### config.mk
export PLATFORM = sky130hd
export DESIGN_NAME = acc_ctrl_gen
export DESIGN_NICKNAME = d
export VERILOG_FILES = /design/src/rtl/acc_ctrl_pkg.sv /design/src/rtl/acc_ctrl_decode.sv /design/src/rtl/acc_ctrl_gen.sv
export SDC_FILE = /design/constraint.sdc
export NUM_CORES = 1
export LEC_CHECK = 0
export CORE_MARGIN = 2
export CORE_UTILIZATION = 40
export DETAILED_ROUTE_END_ITERATION = 6
export PLACE_DENSITY = 0.88
export SLEW_MARGIN = 20
export SYNTH_ARGS = -nofsm -noshare
export SYNTH_HDL_FRONTEND = slang
export SYNTH_HIERARCHICAL = 1
export SYNTH_SLANG_ARGS = --single-unit
### constraint.sdc
create_clock -name clk -period 3.6 [get_ports clk]
set_clock_uncertainty 0.1 [all_clocks]
set_input_delay 0.54 -clock clk [delete_from_list [all_inputs] [get_ports clk]]
set_output_delay 0.54 -clock clk [all_outputs]
set_load 0.005 [all_outputs]
### src/rtl/acc_ctrl_pkg.sv
// acc_ctrl_pkg: opcode, alu_op and state/class encodings for the accumulator controller.
package acc_ctrl_pkg;
  localparam logic [3:0] OP_ADD = 4'h0;
  localparam logic [3:0] OP_SUB = 4'h1;
  localparam logic [3:0] OP_AND = 4'h2;
  localparam logic [3:0] OP_NOT = 4'h3;
  localparam logic [3:0] OP_LDA = 4'h4;
  localparam logic [3:0] OP_STA = 4'h5;
  localparam logic [3:0] OP_JMP = 4'h6;
  localparam logic [3:0] OP_JZ  = 4'h7;
  localparam logic [3:0] OP_OR  = 4'h8;
  localparam logic [3:0] OP_XOR = 4'h9;
  localparam logic [3:0] OP_JN  = 4'hA;
  localparam logic [3:0] OP_NOP = 4'hB;
  localparam logic [3:0] OP_HLT = 4'hF;
  localparam logic [3:0] ALU_ADD = 4'd0;
  localparam logic [3:0] ALU_SUB = 4'd1;
  localparam logic [3:0] ALU_AND = 4'd2;
  localparam logic [3:0] ALU_NOT = 4'd3;
  localparam logic [3:0] ALU_OR  = 4'd4;
  localparam logic [3:0] ALU_XOR = 4'd5;
  typedef enum logic [2:0] {S_RST, S_IF, S_ID, S_MEM, S_EX, S_WB, S_ST, S_HALT} state_t;
  typedef enum logic [3:0] {
    C_MEMALU, C_UNALU, C_LOAD, C_STORE, C_JUMP, C_BRZ, C_BRN, C_NOP, C_HALT, C_ILLEGAL
  } cls_t;
endpackage

### src/rtl/acc_ctrl_decode.sv
// acc_ctrl_decode: combinational opcode classifier and ALU operation lookup.
module acc_ctrl_decode
  import acc_ctrl_pkg::*;
#(
  parameter int OPC_W = 4
) (
  input  logic [OPC_W-1:0] opc,
  output cls_t             cls,
  output logic [3:0]       alu_op
);
  logic [3:0] lo;
  logic       hi;
  if (OPC_W < 4) begin : g_cfg
    $error("acc_ctrl_decode: OPC_W must be at least 4");
  end
  assign lo = opc[3:0];
  // any set bit above the 4-bit opcode space makes the instruction illegal
  assign hi = |(opc >> 4);
  always_comb begin
    cls    = C_ILLEGAL;
    alu_op = ALU_ADD;
    if (!hi) begin
      case (lo)
        OP_ADD: cls = C_MEMALU;
        OP_SUB: begin cls = C_MEMALU; alu_op = ALU_SUB; end
        OP_AND: begin cls = C_MEMALU; alu_op = ALU_AND; end
        OP_OR:  begin cls = C_MEMALU; alu_op = ALU_OR; end
        OP_XOR: begin cls = C_MEMALU; alu_op = ALU_XOR; end
        OP_NOT: begin cls = C_UNALU; alu_op = ALU_NOT; end
        OP_LDA: cls = C_LOAD;
        OP_STA: cls = C_STORE;
        OP_JMP: cls = C_JUMP;
        OP_JZ:  cls = C_BRZ;
        OP_JN:  cls = C_BRN;
        OP_NOP: cls = C_NOP;
        OP_HLT: cls = C_HALT;
        default: cls = C_ILLEGAL;
      endcase
    end
  end
endmodule

### src/rtl/acc_ctrl_gen.sv
// acc_ctrl_gen: multi-cycle control FSM for a single-accumulator datapath.
module acc_ctrl_gen
  import acc_ctrl_pkg::*;
#(
  parameter int OPC_W   = 4,
  parameter int ALUOP_W = 4
) (
  input  logic               clk,
  input  logic               rst,
  input  logic [OPC_W-1:0]   opc,
  input  logic               mem_ack,
  input  logic               zero,
  input  logic               neg,
  input  logic               resume,
  output logic               mem_req,
  output logic               mem_we,
  output logic               iord,
  output logic               ir_write,
  output logic               mdr_write,
  output logic               pc_write,
  output logic               pc_src,
  output logic               acc_write,
  output logic               acc_src,
  output logic               alu_src_a,
  output logic               alu_src_b,
  output logic               rst_dp,
  output logic               halted,
  output logic               illegal,
  output logic [ALUOP_W-1:0] alu_op
);
  state_t     state, nxt;
  cls_t       cls;
  logic [3:0] aop_ex, aop;
  logic       ill;
  acc_ctrl_decode #(.OPC_W(OPC_W)) u_dec (.opc(opc), .cls(cls), .alu_op(aop_ex));
  always_ff @(posedge clk or posedge rst) begin
    if (rst) begin
      state <= S_RST;
      ill   <= 1'b0;
    end else begin
      state <= nxt;
      if (state == S_ID && cls == C_ILLEGAL) ill <= 1'b1;
    end
  end
  assign illegal = ill;
  assign alu_op  = ALUOP_W'(aop);
  always_comb begin
    nxt       = state;
    mem_req   = 1'b0;
    mem_we    = 1'b0;
    iord      = 1'b0;
    ir_write  = 1'b0;
    mdr_write = 1'b0;
    pc_write  = 1'b0;
    pc_src    = 1'b0;
    acc_write = 1'b0;
    acc_src   = 1'b0;
    alu_src_a = 1'b0;
    alu_src_b = 1'b0;
    rst_dp    = 1'b0;
    halted    = 1'b0;
    aop       = ALU_ADD;
    case (state)
      S_RST: begin
        rst_dp = 1'b1;
        nxt    = S_IF;
      end
      S_IF: begin
        mem_req   = 1'b1;
        alu_src_b = 1'b1;
        pc_src    = 1'b1;
        ir_write  = mem_ack;
        pc_write  = mem_ack;
        nxt       = mem_ack ? S_ID : S_IF;
      end
      S_ID: begin
        case (cls)
          C_MEMALU, C_LOAD: nxt = S_MEM;
          C_UNALU:          nxt = S_EX;
          C_STORE:          nxt = S_ST;
          C_JUMP:  begin pc_write = 1'b1; nxt = S_IF; end
          C_BRZ:   begin pc_write = zero; nxt = S_IF; end
          C_BRN:   begin pc_write = neg;  nxt = S_IF; end
          C_NOP:            nxt = S_IF;
          default:          nxt = S_HALT;
        endcase
      end
      S_MEM: begin
        mem_req   = 1'b1;
        iord      = 1'b1;
        mdr_write = mem_ack;
        acc_write = mem_ack && cls == C_LOAD;
        acc_src   = mem_ack && cls == C_LOAD;
        nxt       = !mem_ack ? S_MEM : cls == C_LOAD ? S_IF : S_EX;
      end
      S_EX: begin
        alu_src_a = 1'b1;
        aop       = aop_ex;
        nxt       = S_WB;
      end
      S_WB: begin
        acc_write = 1'b1;
        nxt       = S_IF;
      end
      S_ST: begin
        mem_req = 1'b1;
        mem_we  = 1'b1;
        iord    = 1'b1;
        nxt     = mem_ack ? S_IF : S_ST;
      end
      S_HALT: begin
        halted = 1'b1;
        nxt    = resume && !ill ? S_IF : S_HALT;
      end
      default: nxt = S_RST;
    endcase
  end
endmodule

## Word level (Yosys, flattened, before mapping)

Cells that the tools add are included.

| word-level totals | value |
|---|---|
| register bits after elaboration | 4 |
| input bits | 10 |
| logic and storage cells | 65 |

| cells by class | value |
|---|---|
| equality and inequality tests | 27 |
| multiplexer cells | 23 |
| reductions and logical operators | 13 |

Operators with widths:

| cell | count |
|---|---|
| $pmux W4 S9 | 1 |
| $eq A4 B3 Y1 const B | 8 |
| $eq A4 B4 Y1 const B | 6 |
| $pmux W3 S7 | 1 |
| $eq A4 B2 Y1 const B | 4 |
| $pmux W3 S5 | 1 |
| $eq A3 B3 Y1 const B | 4 |
| $mux W3 | 4 |
| $pmux W3 S4 | 1 |
| $mux W1 | 10 |
| $eq A4 B1 Y1 const B | 2 |
| $logic_not A4 Y1 | 2 |
| $eq A3 B2 Y1 const B | 2 |
| $reduce_or A2 Y1 | 3 |
| $reduce_or A5 Y1 | 1 |
| $mux W4 | 1 |
| $pmux W1 S2 | 2 |
| $reduce_or A4 Y1 | 1 |
| $eq A3 B1 Y1 const B | 1 |
| $logic_and A1 B1 Y1 | 3 |
| $logic_not A3 Y1 | 1 |
| $pmux W1 S3 | 1 |
| $reduce_or A3 Y1 | 1 |
| $mux W2 | 1 |
| $logic_not A1 Y1 | 1 |

## Longest topological paths before layout

Gate-level depths: netlist (run 1).

| depth | value |
|---|---|
| depth after elaboration | 7 |
| mapped depth | 6 |
| depth with buffers taken out | 5 |

## By module

The synthesis (run 1) kept the hierarchy.

By module, submodules not included:

| module | times used | cells each | area each (um2) |
|---|---|---|---|
| acc_ctrl_gen | 1 | 56 | 471.7 |
| acc_ctrl_decode | 1 | 16 | 105.1 |

## Worst setup path after synthesis (run 1)

Ideal clock, no wire load.

| path | value |
|---|---|
| path type | in2out |
| start point | input opc[2] |
| end point | output acc_write |
| data arrival time | 1.647 ns |
| required time | 2.960 ns |
| path slack | 1.313 ns |
| cell stages on the path | 6 |
| buffers on the path | 1 |
| path through | buf_4 and4_1 nor3_1 nor3_1 and3_4 a31o_2 |

| between the ends | value |
|---|---|
| cells in the longest elaborated chain, start to end | 6 |

Ends and longest elaborated chain:

| element | RTL line | text |
|---|---|---|
| from (decl) | acc_ctrl_gen.sv:10 | `input logic [OPC_W-1:0] opc,` |
| $eq A4 B1 Y1, or another cell as far along | acc_ctrl_decode.sv:23 | `case (lo)` |
| $reduce_or A5 Y1 (no source line) | n/a |  |
| $pmux W4 S9 (*) | acc_ctrl_decode.sv:23 |  |
| net cls[0] | acc_ctrl_gen.sv:32 | `cls_t cls;` |
| $eq A4 B2 Y1 (*) | acc_ctrl_gen.sv:92 | `acc_write = mem_ack && cls == C_LOAD;` |
| $logic_and A1 B1 Y1 (*) | acc_ctrl_gen.sv:92 |  |
| $pmux W1 S2 (*) | acc_ctrl_gen.sv:63 | `case (state)` |
| to (decl) | acc_ctrl_gen.sv:22 | `output logic acc_write,` |

The timed path passes the listed nets; every way through them passes the cells marked *.

## Worst setup path in the final report (run 1)

| path | value |
|---|---|
| start point | input opc[2] |
| end point | output pc_write |

| between the ends | value |
|---|---|
| cells in the longest elaborated chain, start to end | 6 |

Ends and longest elaborated chain:

| element | RTL line | text |
|---|---|---|
| $eq A4 B1 Y1, or another cell as far along | acc_ctrl_decode.sv:23 |  |
| $reduce_or A5 Y1 (no source line) | n/a |  |
| $pmux W4 S9 (*) | acc_ctrl_decode.sv:23 |  |
| net cls[1] | acc_ctrl_gen.sv:32 |  |
| $eq A4 B3 Y1 | acc_ctrl_gen.sv:77 | `case (cls)` |
| $pmux W1 S3 (*) | acc_ctrl_gen.sv:77 |  |
| $pmux W1 S2 (*) | acc_ctrl_gen.sv:63 |  |
| to (decl) | acc_ctrl_gen.sv:20 | `output logic pc_write,` |

Marked as above.

==> summary.md, run 1 <==
| Metric | Value |
|---|---|
| Status | complete, no violations |
| Via count | 595 |
| Cell taking the most area after synthesis | dfrtp_1 |
| Critical-path cell list | clkdlybuf4s50_1 > or3b_1 > o21ai_0 > o21ai_0 > a41o_1 > clkdlybuf4s50_1 |
| IO buf count | 26 |
| WHS Endpoint | illegal$_DFFE_PP0P_ |
| Hold Path Origin | illegal$_DFFE_PP0P_ |
| Commonest non-fill, non-tap cell in the layout | clkdlybuf4s50_1 |
| Setup_tns | 0 ns |
| Initial antenna violation count | 0 |
| Dpl hpwl | 1.08 mm |
| Share of layout cells above drive strength 1 | 13.5% |
| Max Root-Sink Buffers | 2 |
| Cells after Synth | 72 |
| Max stage delay on crit path | 0.61 ns |
| Routability congestion estimate | 0.733 |
| Clock Sinks | 4 |
| Maximum VDD drop | 364 uV |
| Diode count | 0 |
| Required @ worst endpoint | 2.96 ns |
| Post-Syn Area | 577 sq um |
| CTS tree | done |
| P per Cell Area | 583 nW/um^2 |
| Share of the synthesized area in the top cell type | 17.4% |
| Clk root buf | clkbuf_4 |
| Synth top area cells | dfrtp_1 17%, and2_1 6.5%, nor3b_1 6.5% |
| DRT Wirelength | 1.33 mm |
| Reg2Reg Capture Point | state[1]$_DFF_PP0_ |
| Vias per cell | 5.36 |
| I/O pins | 28 |
| Hold Path Cell Cnt | 1 |
| CTS Hold Buffers Added | 0 |
| Hold Vio Cnt, Final | 0 |
| Clk pwr share | 11.3% |
| Worst setup path category | primary input to output port |
| Leak pwr | 0.350 nW |
| Inst Count DP | 108 |
| Crit end category | output port |
| Fillcell total | 112 |
| Clock slew at reported path FFs | 0.04 ns |
| Post-CTS Resized | 0 |
| Slowest cell on crit path | clkdlybuf4s50_1 |
| Router iterations before antenna repair | 4 |
| Wire per inst | 12.0 um |
| Max cap viols | 0 |
| Reg2reg start | state[0]$_DFF_PP0_ |
| Antenna Violating Nets Remaining | 0 |
| Total Routing Usage GR | 15.7% |
| Sequential power share | 26.6% |
| Min-Delay Path Class | flop to flop |
| Die ar. | 1760 sq um |
| Worst slew pin tran | 0.545 ns |
| Total CTS buffers | 3 |
| WP buf/inv | 2 |
| H-tree levels | 1 |
| Initial drt markers | 14 |
| Site Rows | 13 |
| Final layout net count | 108 |
| R2R Setup Slk | 2.02 ns |
| Finished Layout Cells | 111 |
| Mapped Nets | 82 |
| Period minus WS final | 3.27 ns |
| Slew Viols, Final | 0 |
| Worst path top cell family by delay | buffers and inverters |
| First-pass GRT wire length | 2.23 mm |
| Fmax | 0.306 GHz |
| DRC viols | 0 |
| Synth warnings | 6 |
| Worst r2r path cells | 3 |
| Initial Util | 43.8% |
| Overflow after GRT | 0 |
| Seq/Total Area, Yosys | 17.4% |
| Die H | 42.0 um |
| Die Span X | 42.0 um |
| Post-synth cell types | 38 |
| Period utilization | 90.7% |
| Syn_area_per_cell | 8.01 sq um |
| Max FO, Critical Path | 9 |
| Synth Register Bits | 4 |
| Post CTS Setup Buffer Count | 0 |
| Core area | 1320 sq um |
| RSZ-0062 raised after global routing | false |
| Internal | 0.292 mW |
| Clock Latency Late Sink | 0.23 ns |
| Arr. time, crit path | 2.63 ns |
| Switching power | 0.197 mW |
| Rel. slew slack | 63.3% |
| Layout area overhead | 45.6% |
| Critical path launch point type | primary input |
| Final setup viols | 0 |
| Sw frac | 40.3% |
| Vias in the first global route | 502 |
| Gate power share | 62.1% |
| Largest net degree at the start of global routing | 17 |
| Commonest cells after routing, fill and taps aside | 26 x clkdlybuf4s50_1, 6 x nor3_1, 6 x and2_1, 5 x nor3b_1 |
stage by stage:
step / area, sq um / utilization (%) / setup WS (ns) / power, mW / hold slack (ns)
floorplan: 577 / - / 1.31 / 0.307 / 0.206
global placement: 817 / 62.0 / 0.375 / 0.428 / 0.383
detailed placement: 817 / 62.0 / 0.336 / 0.434 / 0.392
CTS: 840 / 63.7 / 0.333 / 0.493 / 0.396
global route: 840 / 63.7 / 0.234 / 0.526 / 0.418
finish: 840 / 63.7 / 0.333 / 0.489 / 0.394
registers in the layout (all words and copies together) (netlist names):
register  flops
state         3
illegal       1
cells by family (layout without fill, tap and decap cells):
| kind of cell | count (synthesis) | in the layout | synth area share, % |
|---|---|---|---|
| AOI/OAI and AO/OA | 17 | 17 | 22.1 |
| xor gates and xnor gates | 2 | 2 | 3.04 |
| DFF | 4 | 4 | 17.4 |
| buffers and inverters | 12 | 36 | 11.9 |
| and+or+nand+nor | 36 | 36 | 44.9 |
| other | 1 | 1 | 0.650 |
power by group through the flow:
stage | clock network (mW) | registers (mW) | logic (mW)
3_5_place_dp | 0 | 0.130 | 0.304
6_report | 0.0555 | 0.130 | 0.304
3_3_place_gp | 0 | 0.130 | 0.298
4_1_cts | 0.0581 | 0.129 | 0.305
5_1_grt | 0.0593 | 0.138 | 0.329
2_1_floorplan | 0 | 0.0820 | 0.225
area by class of cell:
type	count	area, sq um	area share, %
Sequential cell	4	100	11.9
Tap cell	15	18.8	2.24
Clock buffer	3	22.5	2.68
Multi-Input combinational cell	56	408	48.6
Timing Repair Buffer	27	268	31.9
Inverter	6	22.5	2.68
worst max path at each step:
| stage | startpoint | to | cells past startpoint |
|---|---|---|---|
| floorplan | opc[2] | acc_write | 6 |
| global placement | opc[2] | acc_write | 6 |
| detailed placement | opc[2] | acc_write | 6 |
| CTS | opc[2] | pc_write | 6 |
| global route | opc[2] | acc_write | 6 |
| finish | opc[2] | pc_write | 6 |
metal layers:
layer  vias to the layer above  GRT usage, %  share of wire (%)
met5                         -             0                  0
met4                         0          3.87               0.15
li1                        309             -                  -
met2                        18          28.7                 52
met3                         2          3.02                4.8
met1                       266          18.6                 43
synthesized netlist by cell type:
| master | n |
|---|---|
| and2_1 | 6 |
| nor3_1 | 6 |
| nor3b_1 | 5 |
| buf_4 | 4 |
| dfrtp_1 | 4 |
| inv_1 | 4 |
| o21ai_0 | 4 |
| nand2b_1 | 3 |
| a21o_1 | 2 |
| a21oi_1 | 2 |
| a31oi_1 | 2 |
| inv_2 | 2 |
| nand2_1 | 2 |
| nor2_1 | 2 |
| a211o_1 | 1 |
| a311oi_1 | 1 |
| a31o_1 | 1 |
| a31o_2 | 1 |
| a41o_1 | 1 |
| and3_4 | 1 |
| and3b_2 | 1 |
| and4_1 | 1 |
| buf_2 | 1 |
| buf_6 | 1 |
| conb_1 | 1 |
| nand3b_1 | 1 |
| nand4b_1 | 1 |
| nor2b_1 | 1 |
| nor3_2 | 1 |
| nor3_4 | 1 |
| nor3b_2 | 1 |
| nor4bb_1 | 1 |
| o2bb2ai_1 | 1 |
| o41ai_2 | 1 |
| or3b_1 | 1 |
| or4b_1 | 1 |
| xnor2_1 | 1 |
| xor2_1 | 1 |
Power figures use the tool's default switching activity.
==> run 2, diff against run 1 <==
--- a/config.mk
+++ b/config.mk
@@ -5,6 +5,7 @@
 export SDC_FILE = /design/constraint.sdc
 export NUM_CORES = 1
 export LEC_CHECK = 0
+export CAP_MARGIN = 20
 export CORE_MARGIN = 2
 export CORE_UTILIZATION = 40
 export DETAILED_ROUTE_END_ITERATION = 6
==> constraint.sdc (replaced) <==
create_clock -name clk -period 3.6 [get_ports clk]
set_clock_uncertainty 0.1 [all_clocks]
set_input_delay 0.72 -clock clk [delete_from_list [all_inputs] [get_ports clk]]
set_output_delay 0.72 -clock clk [all_outputs]
set_load 0.005 [all_outputs]
==> summary.md, run 2 (synthesis gave the netlist of run 1 again) <==
| Metric | Value |
|---|---|
| Status | complete, no violations |
| Initial Util | 43.8% |
| Site Rows | 13 |
| Crit end category | output port |
| Worst setup path category | primary input to output port |
| H-tree levels | 1 |
| Arr. time, crit path | 2.62 ns |
| Reg2reg start | state[2]$_DFF_PP0_ |
| Antenna Violating Nets Remaining | 0 |
| Setup ws final | 0.165 ns |
| Pre-CTS WS | 0.0178 ns |
| Levels on crit path | 7 |
| Max FO, Critical Path | 7 |
| Layout area overhead | 50.8% |
| IO buf count | 26 |
| Max Root-Sink Buffers | 2 |
| Vias per cell | 5.67 |
| WP buf/inv | 2 |
| Slew Viols, Final | 0 |
| DRC viols | 0 |
| Inst Count DP | 110 |
| Clock slew at reported path FFs | 0.03 ns |
| Core area | 1320 sq um |
| Final layout net count | 110 |
| Final setup viols | 0 |
| Critical-path cell list | clkdlybuf4s50_1 > and4_1 > nor3_2 > nor3_2 > and3_4 > a31o_2 > clkdlybuf4s50_1 |
| Leak pwr | 0.381 nW |
| Period minus WS final | 3.44 ns |
| Slowest cell on crit path | clkdlybuf4s50_1 |
| Hold Path Origin | illegal$_DFFE_PP0P_ |
| DRT Wirelength | 1.46 mm |
| I/O pins | 28 |
| Clk root buf | clkbuf_4 |
| Clock Sinks | 4 |
| Rel. slew slack | 63.0% |
| Maximum VDD drop | 342 uV |
| Max cap viols | 0 |
| Largest reg by FF count | state |
| R2R Setup Slk | 2.02 ns |
| Tot Pwr | 0.495 mW |
| Worst r2r path cells | 3 |
| Via count | 641 |
| Die ar. | 1760 sq um |
| Dpl hpwl | 1.06 mm |
| DRT met1 WL | 611 um |
| Finished Layout Cells | 113 |
| Max reg flops | 3 |
| Setup_tns | 0 ns |
| Min-Delay Path Class | flop to flop |
| Wire per inst | 12.9 um |
| Commonest non-fill, non-tap cell in the layout | clkdlybuf4s50_1 |
| Period utilization | 95.4% |
| Highest Signal Layer | met4 |
| Commonest cells after routing, fill and taps aside | 24 x clkdlybuf4s50_1, 6 x and2_1, 5 x nor3b_1 |
| Fmax | 0.291 GHz |
| RSZ-0062 raised after global routing | false |
| Clock Latency Late Sink | 0.24 ns |
| Vias in the first global route | 561 |
| Routability congestion estimate | 0.777 |
| P per Cell Area | 569 nW/um^2 |
| Initial drt markers | 10 |
| Reg2Reg Capture Point | state[0]$_DFF_PP0_ |
| Router iterations before antenna repair | 4 |
| Hold Vio Cnt, Final | 0 |
| Required @ worst endpoint | 2.78 ns |
| CTS tree | done |
| Critical path launch point type | primary input |
| Worst slew pin tran | 0.555 ns |
| Total CTS buffers | 3 |
| Worst path top cell family by delay | buffers and inverters |
| WHS Endpoint | illegal$_DFFE_PP0P_ |
| Met2 wire length | 743 um |
| Largest net degree at the start of global routing | 17 |
| Total Routing Usage GR | 17.3% |
| Die H | 42.0 um |
| First-pass GRT wire length | 2.32 mm |
| Die Span X | 42.0 um |
| Max stage delay on crit path | 0.56 ns |
| Initial antenna violation count | 0 |
| Diode count | 0 |
| Share of layout cells above drive strength 1 | 17.3% |
| Post CTS Setup Buffer Count | 0 |
| Routed length on met3 | 71 um |
| Hold Path Cell Cnt | 1 |
| Overflow after GRT | 0 |
run 2: report_power, final:
part | leakage [nW] | total [mW] | internal (mW) | switching [mW]
combinational | 0.318 | 0.306 | 0.192 | 0.114
sequential | 0.0494 | 0.132 | 0.0646 | 0.0678
clock | 0.0138 | 0.0560 | 0.0373 | 0.0187
total | 0.381 | 0.495 | 0.294 | 0.201
run 2: routing by layer:
| metal | GRT usage [%] | vias to the layer above |
|---|---|---|
| met4 | 11.6 | 0 |
| li1 | - | 315 |
| met3 | 5.60 | 4 |
| met1 | 17.6 | 299 |
| met5 | 0 | - |
| met2 | 29.7 | 23 |
run 2: how the worst max path moves through the flow:
stage	endpoint	slack (ns)	startpoint
3_3_place_gp	acc_write	0.08	opc[2]
6_report	acc_write	0.16	opc[1]
5_1_grt	acc_write	0.01	opc[1]
3_5_place_dp	acc_write	0.02	opc[2]
4_1_cts	acc_write	0.01	opc[2]
2_1_floorplan	acc_write	0.95	opc[2]
run 2: per-stage QoR:
stage / util, % / hold WS (ns) / instance area (sq um)
2_1_floorplan: - / 0.376 / 577
3_3_place_gp: 63.2 / 0.381 / 832
3_5_place_dp: 63.2 / 0.389 / 832
4_1_cts: 64.9 / 0.397 / 855
5_1_grt: 66.0 / 0.440 / 870
6_report: 66.0 / 0.394 / 870
run 2: what timing repair did:
item / CTS / global route
gates resized for setup: 0 / 4
setup endpoints to repair: 0 / 3
hold buffers: 0 / 0
run 2: area by class of cell:
type | count | area, sq um
clock buffers | 3 | 22.5
multi-input cells | 56 | 418
well taps | 15 | 18.8
inverters | 6 | 22.5
fillers | 106 | 448
repair buffers | 29 | 288
flip-flops and latches | 4 | 100
==> run 3, diff against run 2 <==
--- a/config.mk
+++ b/config.mk
@@ -10,7 +10,6 @@
 export CORE_UTILIZATION = 40
 export DETAILED_ROUTE_END_ITERATION = 6
 export PLACE_DENSITY = 0.88
-export SLEW_MARGIN = 20
 export SYNTH_ARGS = -nofsm -noshare
 export SYNTH_HDL_FRONTEND = slang
 export SYNTH_HIERARCHICAL = 1
==> results of run 3 <==
Final layout, timing and power as in run 2 (identical DEF).
